**config.mk**
```make
export PLATFORM = sky130hd
export DESIGN_NAME = store_align_queue
export DESIGN_NICKNAME = d
export VERILOG_FILES = /design/src/rtl/store_pkg.sv /design/src/rtl/store_lane_shift.sv /design/src/rtl/store_align_queue.sv
export SDC_FILE = /design/constraint.sdc
export NUM_CORES = 1
export LEC_CHECK = 0
export CAP_MARGIN = 20
export CORE_MARGIN = 10
export CORE_UTILIZATION = 48
export CTS_CLUSTER_DIAMETER = 30
export DETAILED_ROUTE_END_ITERATION = 10
export GPL_TIMING_DRIVEN = 0
export PLACE_DENSITY = 0.71
export SLEW_MARGIN = 25
export SYNTH_ARGS = -nofsm -noshare
export SYNTH_HDL_FRONTEND = slang
export SYNTH_SLANG_ARGS = --single-unit
```
**constraint.sdc**
```tcl
create_clock -name clk -period 7.6 [get_ports clk]
set_clock_uncertainty 0.1 [all_clocks]
set_input_delay 1.52 -clock clk [delete_from_list [all_inputs] [get_ports clk]]
set_output_delay 1.52 -clock clk [all_outputs]
set_load 0.05 [all_outputs]
```
**src/rtl/store_pkg.sv**
```systemverilog
// Shared definitions for the store alignment queue.
//   SIZE_*        : in_size encodings (byte, half, word, dword)
//   beat_state_e  : output beat FSM state encoding
//   size_bytes()  : size encoding -> number of bytes written (1/2/4/8)
package store_pkg;

    localparam logic [1:0] SIZE_B = 2'b00;
    localparam logic [1:0] SIZE_H = 2'b01;
    localparam logic [1:0] SIZE_W = 2'b10;
    localparam logic [1:0] SIZE_D = 2'b11;

    typedef enum logic [1:0] {
        ST_IDLE  = 2'd0,
        ST_BEAT0 = 2'd1,
        ST_BEAT1 = 2'd2
    } beat_state_e;

    function automatic logic [3:0] size_bytes(input logic [1:0] size);
        case (size)
            SIZE_B:  return 4'd1;
            SIZE_H:  return 4'd2;
            SIZE_W:  return 4'd4;
            default: return 4'd8;
        endcase
    endfunction

endpackage

```
**src/rtl/store_lane_shift.sv**
```systemverilog
// Combinational lane placement for one queued store.
// Places right-justified store data onto byte lanes across a two-beat window
// and produces the matching byte strobes.
//   addr, data, size  : raw queued store
//   lo_addr, hi_addr  : bus-aligned addresses of beat 0 and beat 1
//   lo_data, hi_data  : lane-positioned data for beat 0 / beat 1
//   lo_strb, hi_strb  : byte enables for beat 0 / beat 1 (hi_strb == 0 -> single beat)
module store_lane_shift
    import store_pkg::*;
#(
    parameter int DATA_W = 32
) (
    input  logic [31:0]         addr,
    input  logic [DATA_W-1:0]   data,
    input  logic [1:0]          size,
    output logic [31:0]         lo_addr,
    output logic [31:0]         hi_addr,
    output logic [DATA_W-1:0]   lo_data,
    output logic [DATA_W-1:0]   hi_data,
    output logic [DATA_W/8-1:0] lo_strb,
    output logic [DATA_W/8-1:0] hi_strb
);

    localparam int BYTES = DATA_W / 8;
    localparam int OFF_W = $clog2(BYTES);

    logic [OFF_W-1:0]    off;
    logic [2*DATA_W-1:0] lanes;
    logic [2*BYTES-1:0]  mask;

    assign off   = addr[OFF_W-1:0];
    assign lanes = {{DATA_W{1'b0}}, data} << {off, 3'b000};
    // Contiguous size_bytes-wide run of ones, slid up to the starting lane.
    assign mask  = (2*BYTES)'((16'd1 << size_bytes(size)) - 16'd1) << off;

    assign lo_addr = {addr[31:OFF_W], {OFF_W{1'b0}}};
    assign hi_addr = lo_addr + 32'(BYTES);
    assign lo_data = lanes[DATA_W-1:0];
    assign hi_data = lanes[2*DATA_W-1:DATA_W];
    assign lo_strb = mask[BYTES-1:0];
    assign hi_strb = mask[2*BYTES-1:BYTES];

endmodule

```
**src/rtl/store_align_queue.sv**
```systemverilog
// Store alignment queue: buffers MEM-stage stores and issues them as
// bus-aligned write beats with byte strobes, splitting lane-crossing stores
// into two beats when MISALIGN_SPLIT=1 or rejecting them otherwise.
//   clk, reset           : clock, synchronous active-high reset
//   in_valid/in_ready    : request handshake; in_addr/in_data/in_size payload
//   out_valid/out_ready  : bus beat handshake; out_addr/out_data/out_strb payload
//   store_err, err_addr  : one-cycle pulse and address of the last rejected store
//   count                : occupied queue entries
//
// state    | meaning
// ---------+-----------------------------------------------
// ST_IDLE  | queue empty (or just reset), no beat driven
// ST_BEAT0 | driving the low (or only) beat of the head entry
// ST_BEAT1 | driving the high beat of a split head entry
module store_align_queue
    import store_pkg::*;
#(
    parameter int DATA_W         = 32,
    parameter int DEPTH          = 4,
    parameter int MISALIGN_SPLIT = 0
) (
    input  logic                   clk,
    input  logic                   reset,
    input  logic                   in_valid,
    output logic                   in_ready,
    input  logic [31:0]            in_addr,
    input  logic [DATA_W-1:0]      in_data,
    input  logic [1:0]             in_size,
    output logic                   out_valid,
    input  logic                   out_ready,
    output logic [31:0]            out_addr,
    output logic [DATA_W-1:0]      out_data,
    output logic [DATA_W/8-1:0]    out_strb,
    output logic                   store_err,
    output logic [31:0]            err_addr,
    output logic [$clog2(DEPTH):0] count
);

    localparam int PTR_W = $clog2(DEPTH);
    localparam int CNT_W = PTR_W + 1;
    localparam logic [CNT_W-1:0] FULL_CNT = CNT_W'(DEPTH);
    localparam logic [CNT_W-1:0] ONE_CNT  = CNT_W'(1);

    logic [31:0]       addr_mem [DEPTH];
    logic [DATA_W-1:0] data_mem [DEPTH];
    logic [1:0]        size_mem [DEPTH];

    logic [PTR_W-1:0] wr_ptr_q, wr_ptr_d;
    logic [PTR_W-1:0] rd_ptr_q, rd_ptr_d;
    logic [CNT_W-1:0] count_q, count_d;
    beat_state_e      state_q, state_d;
    logic             err_q, err_d;
    logic [31:0]      err_addr_q, err_addr_d;

    logic       accept, reject, push, pop, more_after_pop;
    logic       size_illegal, misaligned;
    logic [3:0] req_bytes;

    logic [31:0]         lo_addr, hi_addr;
    logic [DATA_W-1:0]   lo_data, hi_data;
    logic [DATA_W/8-1:0] lo_strb, hi_strb;

    // Readiness depends only on occupancy, so a pop never opens room in the same cycle.
    assign in_ready = (count_q < FULL_CNT);
    assign accept   = in_valid & in_ready;

    assign req_bytes    = size_bytes(in_size);
    assign size_illegal = (DATA_W == 32) && (in_size == SIZE_D);
    assign misaligned   = (in_addr[3:0] & (req_bytes - 4'd1)) != 4'd0;
    assign reject       = size_illegal || (misaligned && (MISALIGN_SPLIT == 0));
    assign push         = accept & ~reject;

    store_lane_shift #(
        .DATA_W (DATA_W)
    ) u_lane_shift (
        .addr    (addr_mem[rd_ptr_q]),
        .data    (data_mem[rd_ptr_q]),
        .size    (size_mem[rd_ptr_q]),
        .lo_addr (lo_addr),
        .hi_addr (hi_addr),
        .lo_data (lo_data),
        .hi_data (hi_data),
        .lo_strb (lo_strb),
        .hi_strb (hi_strb)
    );

    // A same-cycle push keeps the queue non-empty even when the head leaves.
    assign more_after_pop = (count_q > ONE_CNT) || push;

    always_comb begin
        state_d   = state_q;
        pop       = 1'b0;
        out_valid = 1'b0;
        out_addr  = '0;
        out_data  = '0;
        out_strb  = '0;
        case (state_q)
            ST_IDLE: begin
                if (count_q != '0) state_d = ST_BEAT0;
            end
            ST_BEAT0: begin
                out_valid = 1'b1;
                out_addr  = lo_addr;
                out_data  = lo_data;
                out_strb  = lo_strb;
                if (out_ready) begin
                    if (hi_strb != '0) begin
                        state_d = ST_BEAT1;
                    end else begin
                        pop     = 1'b1;
                        state_d = more_after_pop ? ST_BEAT0 : ST_IDLE;
                    end
                end
            end
            ST_BEAT1: begin
                out_valid = 1'b1;
                out_addr  = hi_addr;
                out_data  = hi_data;
                out_strb  = hi_strb;
                if (out_ready) begin
                    pop     = 1'b1;
                    state_d = more_after_pop ? ST_BEAT0 : ST_IDLE;
                end
            end
            default: state_d = ST_IDLE;
        endcase
    end

    always_comb begin
        wr_ptr_d   = push ? wr_ptr_q + PTR_W'(1) : wr_ptr_q;
        rd_ptr_d   = pop  ? rd_ptr_q + PTR_W'(1) : rd_ptr_q;
        count_d    = count_q;
        case ({push, pop})
            2'b10:   count_d = count_q + ONE_CNT;
            2'b01:   count_d = count_q - ONE_CNT;
            default: count_d = count_q;
        endcase
        err_d      = accept & reject;
        err_addr_d = (accept & reject) ? in_addr : err_addr_q;
    end

    always_ff @(posedge clk) begin
        if (reset) begin
            state_q    <= ST_IDLE;
            wr_ptr_q   <= '0;
            rd_ptr_q   <= '0;
            count_q    <= '0;
            err_q      <= 1'b0;
            err_addr_q <= '0;
        end else begin
            state_q    <= state_d;
            wr_ptr_q   <= wr_ptr_d;
            rd_ptr_q   <= rd_ptr_d;
            count_q    <= count_d;
            err_q      <= err_d;
            err_addr_q <= err_addr_d;
        end
    end

    // Storage needs no reset: entries are only observed between the pointers.
    always_ff @(posedge clk) begin
        if (push) begin
            addr_mem[wr_ptr_q] <= in_addr;
            data_mem[wr_ptr_q] <= in_data;
            size_mem[wr_ptr_q] <= in_size;
        end
    end

    assign count     = count_q;
    assign store_err = err_q;
    assign err_addr  = err_addr_q;

endmodule

```
---- After elaboration in Yosys (flattened, before gate mapping) ----
Memory sizes are Yosys's and may differ from the RTL's. A register that Yosys moved wholly into a read port is not among the register bits.
Cells that the tools add are included.
word-level totals
  word-level logic and storage cells ...... 74
  output and inout port bits .............. 106
  memories ................................ 3
  bits of input ports ..................... 70
  register bits after elaboration ......... 42
  memory bits (writable) .................. 264
cells by class
  equal/unequal tests ..................... 12
  muxes and demuxes ....................... 25
  bitwise logic cells ..................... 5
  add/subtract/negate cells ............... 7
  shift operators ......................... 3
  order comparisons ....................... 2
  reductions and logical operators ........ 11
memory list
  memory    words  width  rd ports  clocked after memory_dff  write ports  line                     text
  addr_mem  4      32     1         1                         1            store_align_queue.sv:44  logic [31:0] addr_mem [DEPTH];
  data_mem  4      32     1         1                         1            store_align_queue.sv:45  logic [DATA_W-1:0] data_mem [DEPTH];
  size_mem  4      2      1         1                         1            store_align_queue.sv:46  logic [1:0] size_mem [DEPTH];
operators with widths
  kind                   count
  $pmux 32 s2            2
  $shl 32x5->64          1
  $add 32x3->32 const B  1
  $pmux 4 s3             2
  $mux 2                 10
  $eq 2x2->1 const B     5
  $eq 2x1->1 const B     4
  $pmux 4 s2             1
  $reduce_bool 4->1      2
  $shl 1x4->8 const A    1
  $shl 8x2->8            1
  $sub 8x1->8 const B    1
  $mux 1                 7
  $logic_not 2->1        3
  $ne 2x2->1 const B     3
  $pmux 2 s3             1
  $pmux 3 s2             1
  $add 2x1->2 const B    2
  $and 4x4->4            1
  $sub 4x1->4 const B    1
  $add 3x1->3 const B    1
  $and 1x1->1            3
  $gt 3x1->1 const B     1
  $lt 3x3->1 const B     1
  8 further kinds        9

---- Depth between registers and ports, before layout ----
  depth after elaboration ................. 13
  gate-level depth with buffers ........... 10
  gate-level depth less buffers ........... 9

---- Modules after synthesis ----
Synthesis repeated with hierarchy kept, for this count alone.
second synthesis, totals
  cell total of the unflattened synthesis .. 960
  area total of the unflattened synthesis .. 14305.0 um2
by module, submodules not included
  module             cells an instance  times used  sequential area each (um2)  area an instance (um2)
  store_align_queue  689                1           8808.4                      12430.7
  store_lane_shift   271                1           0.0                         1874.3

---- Worst setup path before layout ----
Ideal clock, no wire load.
  kind .................................... reg-to-output
  start point ............................. register (tool-made name)
  end point ............................... output out_addr[10]
  arrival time ............................ 2.950 ns
  buffers on the path ..................... 2
  slack ................................... 3.030 ns
  data required time ...................... 5.980 ns
  cell stages (with the launch flop) ...... 9
  cells stage by stage .................... dfxtp_1 buf_6 buf_12 mux4_2 ha_1 nand3_1 nor3_1 xnor2_1 o21ai_0
RTL lines
  element           line                     text
  end: declaration  store_align_queue.sv:31  output logic [31:0] out_addr,

==> run_results.csv <==
group,metric,value,unit
die,core,27800,sq um
finish,area_growth,33.0,%
power,p_total,5.57,mW
yosys,synth_top_area_cell,"edfxtp_1",
global_route,grt_max_degree,41,
setup_path,critPathKind,"flip-flop to output port",
power,p_leak,6.03,nW
setup_path,cp-endpoint,"out_data[1]",
timing,report.final.setup_viol,0,
global_route,overflow,0,
route,wl,36400,um
placed_design,finalWeightedCongestion,0.888,
yosys,synth_commonest_cells,"edfxtp_1 (264), nand2_1 (138), mux4_2 (62)",
global_route,grt_pass1_vias,9491,
power,p_per_area,310,nW/um^2
yosys,synthDistinctLibCells,68,
clock_network,numCtsBuffers,58,
setup_path,worst-r2r-cell-count,7,
yosys,syn_avg_cell_area,14.6,sq um
clock_network,clk_latency,0.58,ns
yosys,ys.flop_type,"edfxtp_1",
yosys,syn_area,13500,sq um
timing,post-route-period-util,79.0,%
timing,fmax,167,MHz
finish,fin_nets,1243,
finish,insertedDiodeCount,0,
clock_network,cts_post_setup_buffers_inserted,0,
global_route,antenna_found_initial,1,
setup_path,endpoint_kind,"output port",
die,die_h,188,um
yosys,yosys_warnings,0,
yosys,yosysMostFrequentCell,"edfxtp_1",
global_route,top_usage_layer,"met2",
global_route,use_met2,32.3,%
timing,slew_headroom,37.6,%
clock_network,cts.path.max_buffers,3,
timing,tns,0,ns
route,drtAntennaViolNets,0,
placed_design,hpwl,24600,um
setup_path,worstPathMaxFanout,10,
status,status,"complete, no violations",
route,drt_iter0_drc,991,
route,routedWlPerCell,22.9,um
yosys,synth-async-reset-ratio,0,%
die,rows,61,
clock_network,cts-hold-fix-buffers,0,
die,start_util,48.6,%
yosys,ys_ff_latch,308,
timing,fin_crit,6.00,ns
die,die_x,188,um
die,die-area,35200,sq um
finish,drive_gt1_share,17.2,%
setup_path,crit_arrival,4.38,ns
route,vias,9039,
clock_network,htree_num_levels,2,
timing,finalHoldViolations,0,
clock_network,cts.sinks,308,
global_route,use_met1,26.0,%
global_route,grt_usage,20.3,%
clock_network,cts_tree,"built",
clock_network,cts-root-buf,"clkbuf_16",
setup_path,r2r_end,"count[2]",
global_route,grt_pass1_wl,55600,um
setup_path,worstPathRequired,5.98,ns
yosys,synth_cells,922,
route,drc,0,
hold_path,hold_class,"flip-flop to flip-flop",
route,vias_per_cell,5.70,
die,pin_count,176,
clock_network,ctsResizeCount,0,
yosys,yosys-top-cells-area,"edfxtp_1 (59%), mux4_2 (10%), dfxtp_1 (6.5%)",
setup_path,critPathLaunchType,"flip-flop",
yosys,synth_top_area_share,58.8,%
timing,rsz0062_at_grt,"false",
yosys,synth_seq_area_share,65.3,%
finish,n_fill_cell,2050,
job,cap_viol_max_count,0,
setup_path,r2r_setup_slack,4.51,ns
timing,worstMarginPinSlew,0.937,ns
power,ir_worst_vdd,0.000225,V
route,drtPass1Iterations,6,
yosys,synth_edf_count,264,
hold_path,hold_path_depth,2,
global_route,grtUsageMet3,4.79,%
placed_design,port_buffers,172,
timing,drv_slew,0,
clock_network,path_clk_slew,0.05,ns
-- state kept, by name (all words and copies together), names as in the netlist, named ones only --
signal     flops
addr_mem     128
count          3
data_mem     128
err_addr      32
rd_ptr_q       2
size_mem       8
state_q        2
store_err      1
wr_ptr_q       2
-- worst max-delay path, stage by stage, from the launching register on --
cell and delay [ns]:
dfxtp_1 0.37, buf_2 0.32, buf_2 0.37, buf_4 0.29, clkbuf_1 0.61, mux4_2 0.42
mux2_2 0.29, a22oi_1 0.18, o21ai_0 0.17, clkdlybuf4s50_1 0.77
-- cell type report --
cell class / instances / area, sq um / share of cell area (%)
clock inverters: 49 / 646 / 3.60
multi-input cells: 545 / 4370 / 24.4
plain buffers: 54 / 267 / 1.49
inverters: 16 / 60.1 / 0.335
repair buffers: 176 / 1810 / 10.1
flip-flops and latches: 308 / 8810 / 49.1
well taps: 378 / 473 / 2.64
clock buffers: 61 / 1500 / 8.38
-- power by group --
part | switching (mW) | leakage [nW] | internal, mW
clock | 0.911 | 1.04 | 1.84
sequential | 0.0200 | 2.76 | 1.89
combinational | 0.610 | 2.23 | 0.302
-- routing by layer --
layer	share of wire, %	vias up
met1	41	4496
met4	3.5	2
met2	48	385
met3	6.9	83
li1	-	4073
met5	0.036	-
-- kinds of logic (layout without fill, tap and decap cells) --
group                      Yosys count  count (layout)  synth area share [%]
adders and majority gates           14              14                  1.30
xor gates and xnor gates            13              13                 0.844
DFF                                308             308                  65.3
other                                1               2                0.0278
AOI/OAI and AO/OA                  147             147                  7.00
buffers and inverters               70             356                  2.42
muxes                               92              92                  13.1
and+or+nand+nor                    277             277                  10.0
-- cell usage in the layout (no fill, tap or decap), types with 5 or more instances in the layout --
cell type,instances
edfxtp_1,264
clkdlybuf4s50_1,172
nand2_1,138
mux4_2,62
clkbuf_16,59
a21oi_1,55
dfxtp_1,44
nor2_1,41
clkbuf_1,36
o21ai_0,28
mux2i_1,23
nand3_1,19
inv_1,15
and3_1,14
ha_1,14
and2_1,11
nand4_1,11
a22oi_1,11
bufinv_16,11
o22a_1,9
inv_6,9
clkinv_2,9
nor3_1,8
xnor2_1,8
clkinv_4,8
o211ai_1,7
buf_2,5
buf_4,5
buf_1,5
a31oi_1,5
xor2_1,5
clkinvlp_4,5
-- through the flow --
step	hold slack [ns]	instance area (sq um)	utilization [%]	cells	setup slack, ns
after floorplan	0.365	13500	-	923	3.03
after global placement	0.343	15700	56.5	1473	1.00
after detailed placement	0.348	15800	56.8	1477	2.18
after CTS	0.354	17900	64.6	1587	1.59
after global routing	0.372	17900	64.6	1587	1.46
final	0.352	17900	64.6	1587	1.60
-- worst min path at each step --
stage / startpoint / to / slack [ns]
floorplan: state_q[1] / state_q[1] / 0.36
global placement: err_addr[24] / err_addr[24] / 0.34
detailed placement: err_addr[28] / err_addr[28] / 0.35
CTS: err_addr[28] / err_addr[28] / 0.35
global route: err_addr[10] / err_addr[10] / 0.37
finish: err_addr[8] / err_addr[8] / 0.35
Note: power is estimated with default switching activity, not from simulation.
